File: src/rtl/resamp_pkg.sv
`default_nettype none
// ============================================================================
// Module   : resamp_pkg
// Brief    : Mode encodings and width helper shared by the resample/gain path.
// Revision : 1.0 - initial release
// ============================================================================
package resamp_pkg;

   typedef enum logic [1:0] {
      MODE_BYPASS = 2'b00,
      MODE_RESAMP = 2'b01,
      MODE_MUTE   = 2'b10,
      MODE_RSVD   = 2'b11
   } mode_e;

   // Occupancy needs one extra bit so that "full" is representable.
   function automatic int level_width(input int depth);
      return $clog2(depth) + 1;
   endfunction

endpackage
`default_nettype wire

File: src/rtl/resamp_fifo.sv
`default_nettype none
// ============================================================================
// Module   : resamp_fifo
// Brief    : Synchronous FIFO with clear, registered read data and level.
// Revision : 1.0 - initial release
// ============================================================================
module resamp_fifo
   import resamp_pkg::*;
#(
   parameter int WIDTH = 14,
   parameter int DEPTH = 16
) (
   input  logic                            clk,
   input  logic                            rst,
   input  logic                            i_clr,
   input  logic                            i_wr_en,
   input  logic [WIDTH-1:0]                i_wr_data,
   input  logic                            i_rd_en,
   output logic [WIDTH-1:0]                o_rd_data,
   output logic                            o_full,
   output logic                            o_empty,
   output logic [level_width(DEPTH)-1:0]   o_level
);

   localparam int c_aw = $clog2(DEPTH);
   localparam int c_lw = level_width(DEPTH);

   logic [WIDTH-1:0] r_mem [DEPTH];
   logic [c_aw-1:0]  r_wr_ptr;
   logic [c_aw-1:0]  r_rd_ptr;
   logic [c_lw-1:0]  r_level;
   logic [WIDTH-1:0] r_rd_data;
   logic             w_rd_ok;
   logic             w_wr_ok;

   assign o_full    = (r_level == c_lw'(DEPTH));
   assign o_empty   = (r_level == '0);
   assign o_level   = r_level;
   assign o_rd_data = r_rd_data;

   // A pop frees a slot in the same cycle, so a full FIFO still accepts
   // a write that coincides with a read.
   assign w_rd_ok = i_rd_en && !o_empty;
   assign w_wr_ok = i_wr_en && (!o_full || w_rd_ok);

   always_ff @(posedge clk) begin
      if (!rst && !i_clr && w_wr_ok) begin
         r_mem[r_wr_ptr] <= i_wr_data;
      end
   end

   always_ff @(posedge clk) begin
      if (rst) begin
         r_wr_ptr  <= '0;
         r_rd_ptr  <= '0;
         r_level   <= '0;
         r_rd_data <= '0;
      end else if (i_clr) begin
         r_wr_ptr  <= '0;
         r_rd_ptr  <= '0;
         r_level   <= '0;
      end else begin
         if (w_wr_ok) begin
            r_wr_ptr <= r_wr_ptr + 1'b1;
         end
         if (w_rd_ok) begin
            r_rd_ptr  <= r_rd_ptr + 1'b1;
            r_rd_data <= r_mem[r_rd_ptr];
         end
         case ({w_wr_ok, w_rd_ok})
            2'b10:   r_level <= r_level + 1'b1;
            2'b01:   r_level <= r_level - 1'b1;
            default: r_level <= r_level;
         endcase
      end
   end

endmodule
`default_nettype wire

File: src/rtl/resamp_gain_path.sv
`default_nettype none
// ============================================================================
// Module   : resamp_gain_path
// Brief    : ADC->DAC path with block-average decimation, shift gain, FIFO
//            and sample-hold interpolation; bypass and mute modes.
// Revision : 1.0 - initial release
// ============================================================================
module resamp_gain_path
   import resamp_pkg::*;
#(
   parameter int DATA_WIDTH  = 14,
   parameter int SAMPLE_RATE = 2,
   parameter int GAIN_SHIFT  = 1,
   parameter int FIFO_DEPTH  = 16
) (
   input  logic                                  clk,
   input  logic                                  rst_in,
   input  logic                                  in_valid,
   input  logic signed [DATA_WIDTH-1:0]          in_data,
   input  logic [1:0]                            mode,
   input  logic                                  out_en,
   output logic signed [DATA_WIDTH-1:0]          out_data,
   output logic [level_width(FIFO_DEPTH)-1:0]    fifo_level,
   output logic [15:0]                           ovf_cnt,
   output logic                                  udf_flag
);

   localparam int c_acc_w = DATA_WIDTH + SAMPLE_RATE;
   localparam int c_cnt_w = (SAMPLE_RATE > 0) ? SAMPLE_RATE : 1;
   localparam logic [c_cnt_w-1:0] c_last = c_cnt_w'((1 << SAMPLE_RATE) - 1);

   logic [1:0]                   r_mode_q;
   logic signed [c_acc_w-1:0]    r_acc;
   logic [c_cnt_w-1:0]           r_phase;
   logic [c_cnt_w-1:0]           r_hold;
   logic                         r_wr_en;
   logic signed [DATA_WIDTH-1:0] r_wr_data;
   logic [15:0]                  r_ovf_cnt;
   logic                         r_udf;

   logic                         w_clr;
   logic                         w_mute;
   logic                         w_bypass;
   logic                         w_resamp;
   logic                         w_take;
   logic                         w_done;
   logic signed [c_acc_w-1:0]    w_sum;
   logic signed [DATA_WIDTH-1:0] w_avg;
   logic signed [DATA_WIDTH-1:0] w_word;
   logic                         w_pop_req;
   logic                         w_hold_adv;
   logic                         w_wr_drop;
   logic                         w_fifo_full;
   logic                         w_fifo_empty;
   logic signed [DATA_WIDTH-1:0] w_fifo_rd_data;

   assign w_clr    = (mode != r_mode_q);
   assign w_mute   = mode[1];
   assign w_bypass = (mode == MODE_BYPASS);
   assign w_resamp = (mode == MODE_RESAMP);

   assign w_take = in_valid && !w_mute;
   assign w_done = w_bypass || (r_phase == c_last);
   assign w_sum  = r_acc + c_acc_w'(in_data);
   assign w_avg  = w_bypass ? in_data : $signed(DATA_WIDTH'(w_sum >>> SAMPLE_RATE));
   assign w_word = w_avg >>> GAIN_SHIFT;

   // Bypass pops on every strobe; resample pops only at the start of a hold.
   assign w_pop_req  = out_en && !w_clr && (w_bypass || (w_resamp && (r_hold == '0)));
   assign w_hold_adv = out_en && w_resamp && ((r_hold != '0) || !w_fifo_empty);
   assign w_wr_drop  = r_wr_en && !w_clr && w_fifo_full && !(w_pop_req && !w_fifo_empty);

   always_ff @(posedge clk) begin
      if (!rst_in) begin
         r_mode_q  <= mode;
         r_acc     <= '0;
         r_phase   <= '0;
         r_hold    <= '0;
         r_wr_en   <= 1'b0;
         r_wr_data <= '0;
         r_ovf_cnt <= '0;
         r_udf     <= 1'b0;
      end else begin
         r_mode_q <= mode;
         r_wr_en  <= 1'b0;
         if (w_clr) begin
            r_acc   <= '0;
            r_phase <= '0;
            r_hold  <= '0;
         end else begin
            if (w_take) begin
               if (w_done) begin
                  r_acc     <= '0;
                  r_phase   <= '0;
                  r_wr_en   <= 1'b1;
                  r_wr_data <= w_word;
               end else begin
                  r_acc   <= w_sum;
                  r_phase <= r_phase + 1'b1;
               end
            end
            if (w_hold_adv) begin
               r_hold <= (r_hold == c_last) ? '0 : r_hold + 1'b1;
            end
            if (w_wr_drop && (r_ovf_cnt != 16'hFFFF)) begin
               r_ovf_cnt <= r_ovf_cnt + 1'b1;
            end
            if (w_pop_req && w_fifo_empty) begin
               r_udf <= 1'b1;
            end
         end
      end
   end

   resamp_fifo #(
      .WIDTH (DATA_WIDTH),
      .DEPTH (FIFO_DEPTH)
   ) u_fifo (
      .clk       (clk),
      .rst       (!rst_in),
      .i_clr     (w_clr),
      .i_wr_en   (r_wr_en),
      .i_wr_data (r_wr_data),
      .i_rd_en   (w_pop_req),
      .o_rd_data (w_fifo_rd_data),
      .o_full    (w_fifo_full),
      .o_empty   (w_fifo_empty),
      .o_level   (fifo_level)
   );

   assign out_data = w_mute ? '0 : w_fifo_rd_data;
   assign ovf_cnt  = r_ovf_cnt;
   assign udf_flag = r_udf;

endmodule
`default_nettype wire

File: config.mk
export PLATFORM = sky130hd
export DESIGN_NAME = resamp_gain_path
export DESIGN_NICKNAME = d
export VERILOG_FILES = /design/src/rtl/resamp_pkg.sv /design/src/rtl/resamp_fifo.sv /design/src/rtl/resamp_gain_path.sv
export SDC_FILE = /design/constraint.sdc
export NUM_CORES = 1
export LEC_CHECK = 0
export BUFFER_PORTS_ARGS = -buffer_cell sky130_fd_sc_hd__buf_2
export CAP_MARGIN = 15
export CORE_MARGIN = 2
export CORE_UTILIZATION = 55
export DETAILED_ROUTE_END_ITERATION = 10
export PLACE_DENSITY = 0.78
export SYNTH_ARGS = -nofsm -noshare
export SYNTH_HDL_FRONTEND = slang
export SYNTH_HIERARCHICAL = 1
export SYNTH_SLANG_ARGS = --single-unit
File: constraint.sdc
create_clock -name clk -period 7.5 [get_ports clk]
set_clock_uncertainty 0.15 [all_clocks]
set_input_delay 0.75 -clock clk [delete_from_list [all_inputs] [get_ports clk]]
set_output_delay 0.75 -clock clk [all_outputs]
set_load 0.05 [all_outputs]
==> results.json <==
{
  "worst_pin_slew_ns": 1.162,
  "status": "complete, no violations",
  "drt_iter0_drc": 686,
  "met3_length_um": 1685,
  "top_layer_used": "met4",
  "drtAntennaViolNets": 0,
  "critical_path.cell_chain": "buf_2 > xnor2_1 > nand2_1 > nor4b_2 > nand2b_1 > a21oi_1 > inv_1 > fa_1 > nand2b_1 > a21oi_1 > mux2_2 > a221oi_1",
  "fmax_ghz": 0.2775,
  "cellPowerDensity_nw_per_um2": 231.4,
  "grt_overflow": 0,
  "synth_commonest_cells": "edfxtp_1, nor2_1, dfxtp_1",
  "worstSetupPathType": "in -> reg",
  "post-route-period-util_pct": 48.04,
  "wl_um": 26660,
  "synth_area_leaders": "edfxtp_1, dfxtp_1, mux4_2",
  "vias_per_cell": 5.889,
  "crit_path_end": "u_fifo/o_level[4]$_SDFFE_PP0P_",
  "synth.most_common_cell": "edfxtp_1",
  "cts.sinks": 304,
  "grt_pass1_wl_um": 41390,
  "worst_r2r_path_depth": 11,
  "postSynth.asyncResetShare_pct": 0,
  "drive_above_1_share_pct": 24.11,
  "critical_path_arrival_ns": 3.90,
  "fin_cells": 1269,
  "hp-class": "in -> reg",
  "crit_path_max_fanout": 23,
  "portBuffers": 55,
  "finalWorstSetupSlack_ns": 3.897,
  "clock_latency_ns": 0.56,
  "die_w_um": 157.5,
  "avgSynthCellArea_sq_um": 15.19,
  "hold_buffers": 0,
  "r2r-end": "u_fifo/o_level[4]$_SDFFE_PP0P_",
  "synth_flop_cell": "edfxtp_1",
  "finalSetupTns_ns": 0,
  "drcViolationCount": 0,
  "hold_violations": 0,
  "cts_setup_buffers": 0,
  "dp_cells": 1204,
  "r2r_slack_ns": 4.16,
  "grt_use_total_pct": 22.12,
  "cts_buffers": 31,
  "power_uw": 3392,
  "antenna_found_initial": 0,
  "synth_top_area_share_pct": 51.90,
  "dp_hpwl_um": 17110,
  "cts_resized": 0,
  "relSlewSlack_pct": 22.22,
  "leakage_uw": 0.005240,
  "num-fill-cells": 1651,
  "ys_types": 77,
  "nets": 974,
  "first_global_vias": 7217,
  "rsz0062_at_grt": "false",
  "fp.coreArea_sq_um": 23330,
  "fin_area_sq_um": 14660,
  "finalMaxSlewViolations": 0,
  "syn_nets": 902,
  "diodes": 0,
  "synth_area_sq_um": 12960,
  "r2r-start": "r_mode_q[1]$_DFF_P_",
  "wirelength_met1_um": 11720,
  "met2_length_um": 12670,
  "htreeDepth": 1,
  "tritoncts": "yes",
  "syn-instance-count": 853,
  "cp-start-kind": "input port",
  "start_util_pct": 55.54,
  "routabilityCongestion": 0.8779,
  "end_kind": "flip-flop",
  "fp.dieH_um": 157.5,
  "yosysTopAreaCell": "edfxtp_1",
  "maxCapViolCount": 0,
  "peakVddDrop_uv": 166.7,
  "vias": 7473,
  "synth_edf_count": 224,
  "firstDrtPassIters": 5,
  "pin_count": 56,
  "die_area_sq_um": 24810,
  "setup_viol": 0,
  "worstPathRequired_ns": 7.80,
  "ys_ff_latch": 304,
  "cp-startpoint": "mode[1]",
  "fin_crit_ns": 3.603,
  "cts_root_buffer": "clkbuf_16",
  "ys_seq_area_share_pct": 64.26,
  "area_growth_syn_to_layout_pct": 13.10,
  "slowest_stage": "buf_2",
  "clkSlewWorstSetupHoldPaths_ns": 0.06,
  "clock_path_buffers": 3,
  "post_drt_wl_per_cell_um": 21.01,
  "rows": 56,
  "cpPeakStageDelay_ns": 0.39,
  "grt_max_degree": 57,
  "dp_worst_setup_slack_ns": 3.223,
  "yosys_warnings": 6,
  "dpl-instance-area_sq_um": 13540
}
state kept, by name, indices dropped and copies added (netlist names):
name / cells
ovf_cnt: 16
r_acc: 16
r_hold: 2
r_mode_q: 2
r_phase: 2
r_wr_data: 13
r_wr_en: 1
u_fifo/o_level: 5
u_fifo/o_rd_data: 14
u_fifo/r_mem: 224
u_fifo/r_rd_ptr: 4
u_fifo/r_wr_ptr: 4
udf_flag: 1
cells in the final DEF, fill, tap and decap left out, types with 13 or more instances in the layout:
cell type and instances:
mux2i_1 25, inv_1 19, dfxtp_1 77, xnor2_1 16, mux4_2 56, nor2_1 84
nand3_1 14, buf_4 13, xor2_1 16, clkbuf_16 31, nand2_1 48, buf_2 55
edfxtp_1 224, mux2_2 15, a21oi_1 30, nor2b_1 18, ha_1 27
critical path: cells and delay by family:
family / cells / cell delay [ns]
mux: 1 / 0.38
simple gates: 4 / 0.78
buf+inv: 2 / 0.49
xor+xnor: 1 / 0.19
compound gates: 3 / 0.90
fa+ha+maj: 1 / 0.39
routing by layer:
metal,global-route usage (%),vias to the layer above
met2,35.35,248
met5,0,-
met4,4.935,0
li1,-,3448
met3,3.387,35
met1,32.46,3742
kinds of logic after synthesis:
family / count (synthesis) / share of synthesized area, %
DFF: 304 / 64.26
adders and majority gates: 29 / 2.916
AOI/OAI and AO/OA: 124 / 7.743
xor gates and xnor gates: 32 / 2.163
muxes: 96 / 12.97
and+or+nand+nor: 213 / 7.820
buffers and inverters: 55 / 2.134
worst min path at each step:
stage                           startpoint                     end  slack [ns]  cells past startpoint
floorplan           r_acc[14]$_SDFFE_PP0P_  r_acc[14]$_SDFFE_PP0P_        0.28                      2
CTS                                mode[0]     r_mode_q[0]$_DFF_P_        0.26                      1
finish                             mode[0]     r_mode_q[0]$_DFF_P_        0.28                      1
global placement    r_acc[13]$_SDFFE_PP0P_  r_acc[13]$_SDFFE_PP0P_        0.29                      2
detailed placement  r_acc[12]$_SDFFE_PP0P_  r_acc[12]$_SDFFE_PP0P_        0.30                      2
global route                       mode[0]     r_mode_q[0]$_DFF_P_        0.27                      1
report_power, final:
part           internal, uW  switching, uW  total [uW]  leakage (uW)
clock network           909            618        1530      0.000502
logic                  21.4           44.5        66.0       0.00182
registers              1790           8.07        1800       0.00292
cell type report:
class                           instances  area (sq um)  share of cell area (%)
Sequential cell                       304          8334                   56.86
Clock buffer                           39         815.8                   5.566
Inverter                               19         71.32                  0.4866
Clock inverter                         19         207.7                   1.417
Multi-Input combinational cell        494          4362                   29.76
Tap cell                              319         399.1                   2.723
Timing Repair Buffer                   75         467.9                   3.192
per-stage QoR:
stage	hold WS [ns]	utilization [%]
2_1_floorplan	0.2792	-
3_3_place_gp	0.2942	58.03
3_5_place_dp	0.2959	58.03
4_1_cts	0.2551	62.41
5_1_grt	0.2703	62.82
6_report	0.2761	62.82
Note: power is estimated with default switching activity, not from simulation.
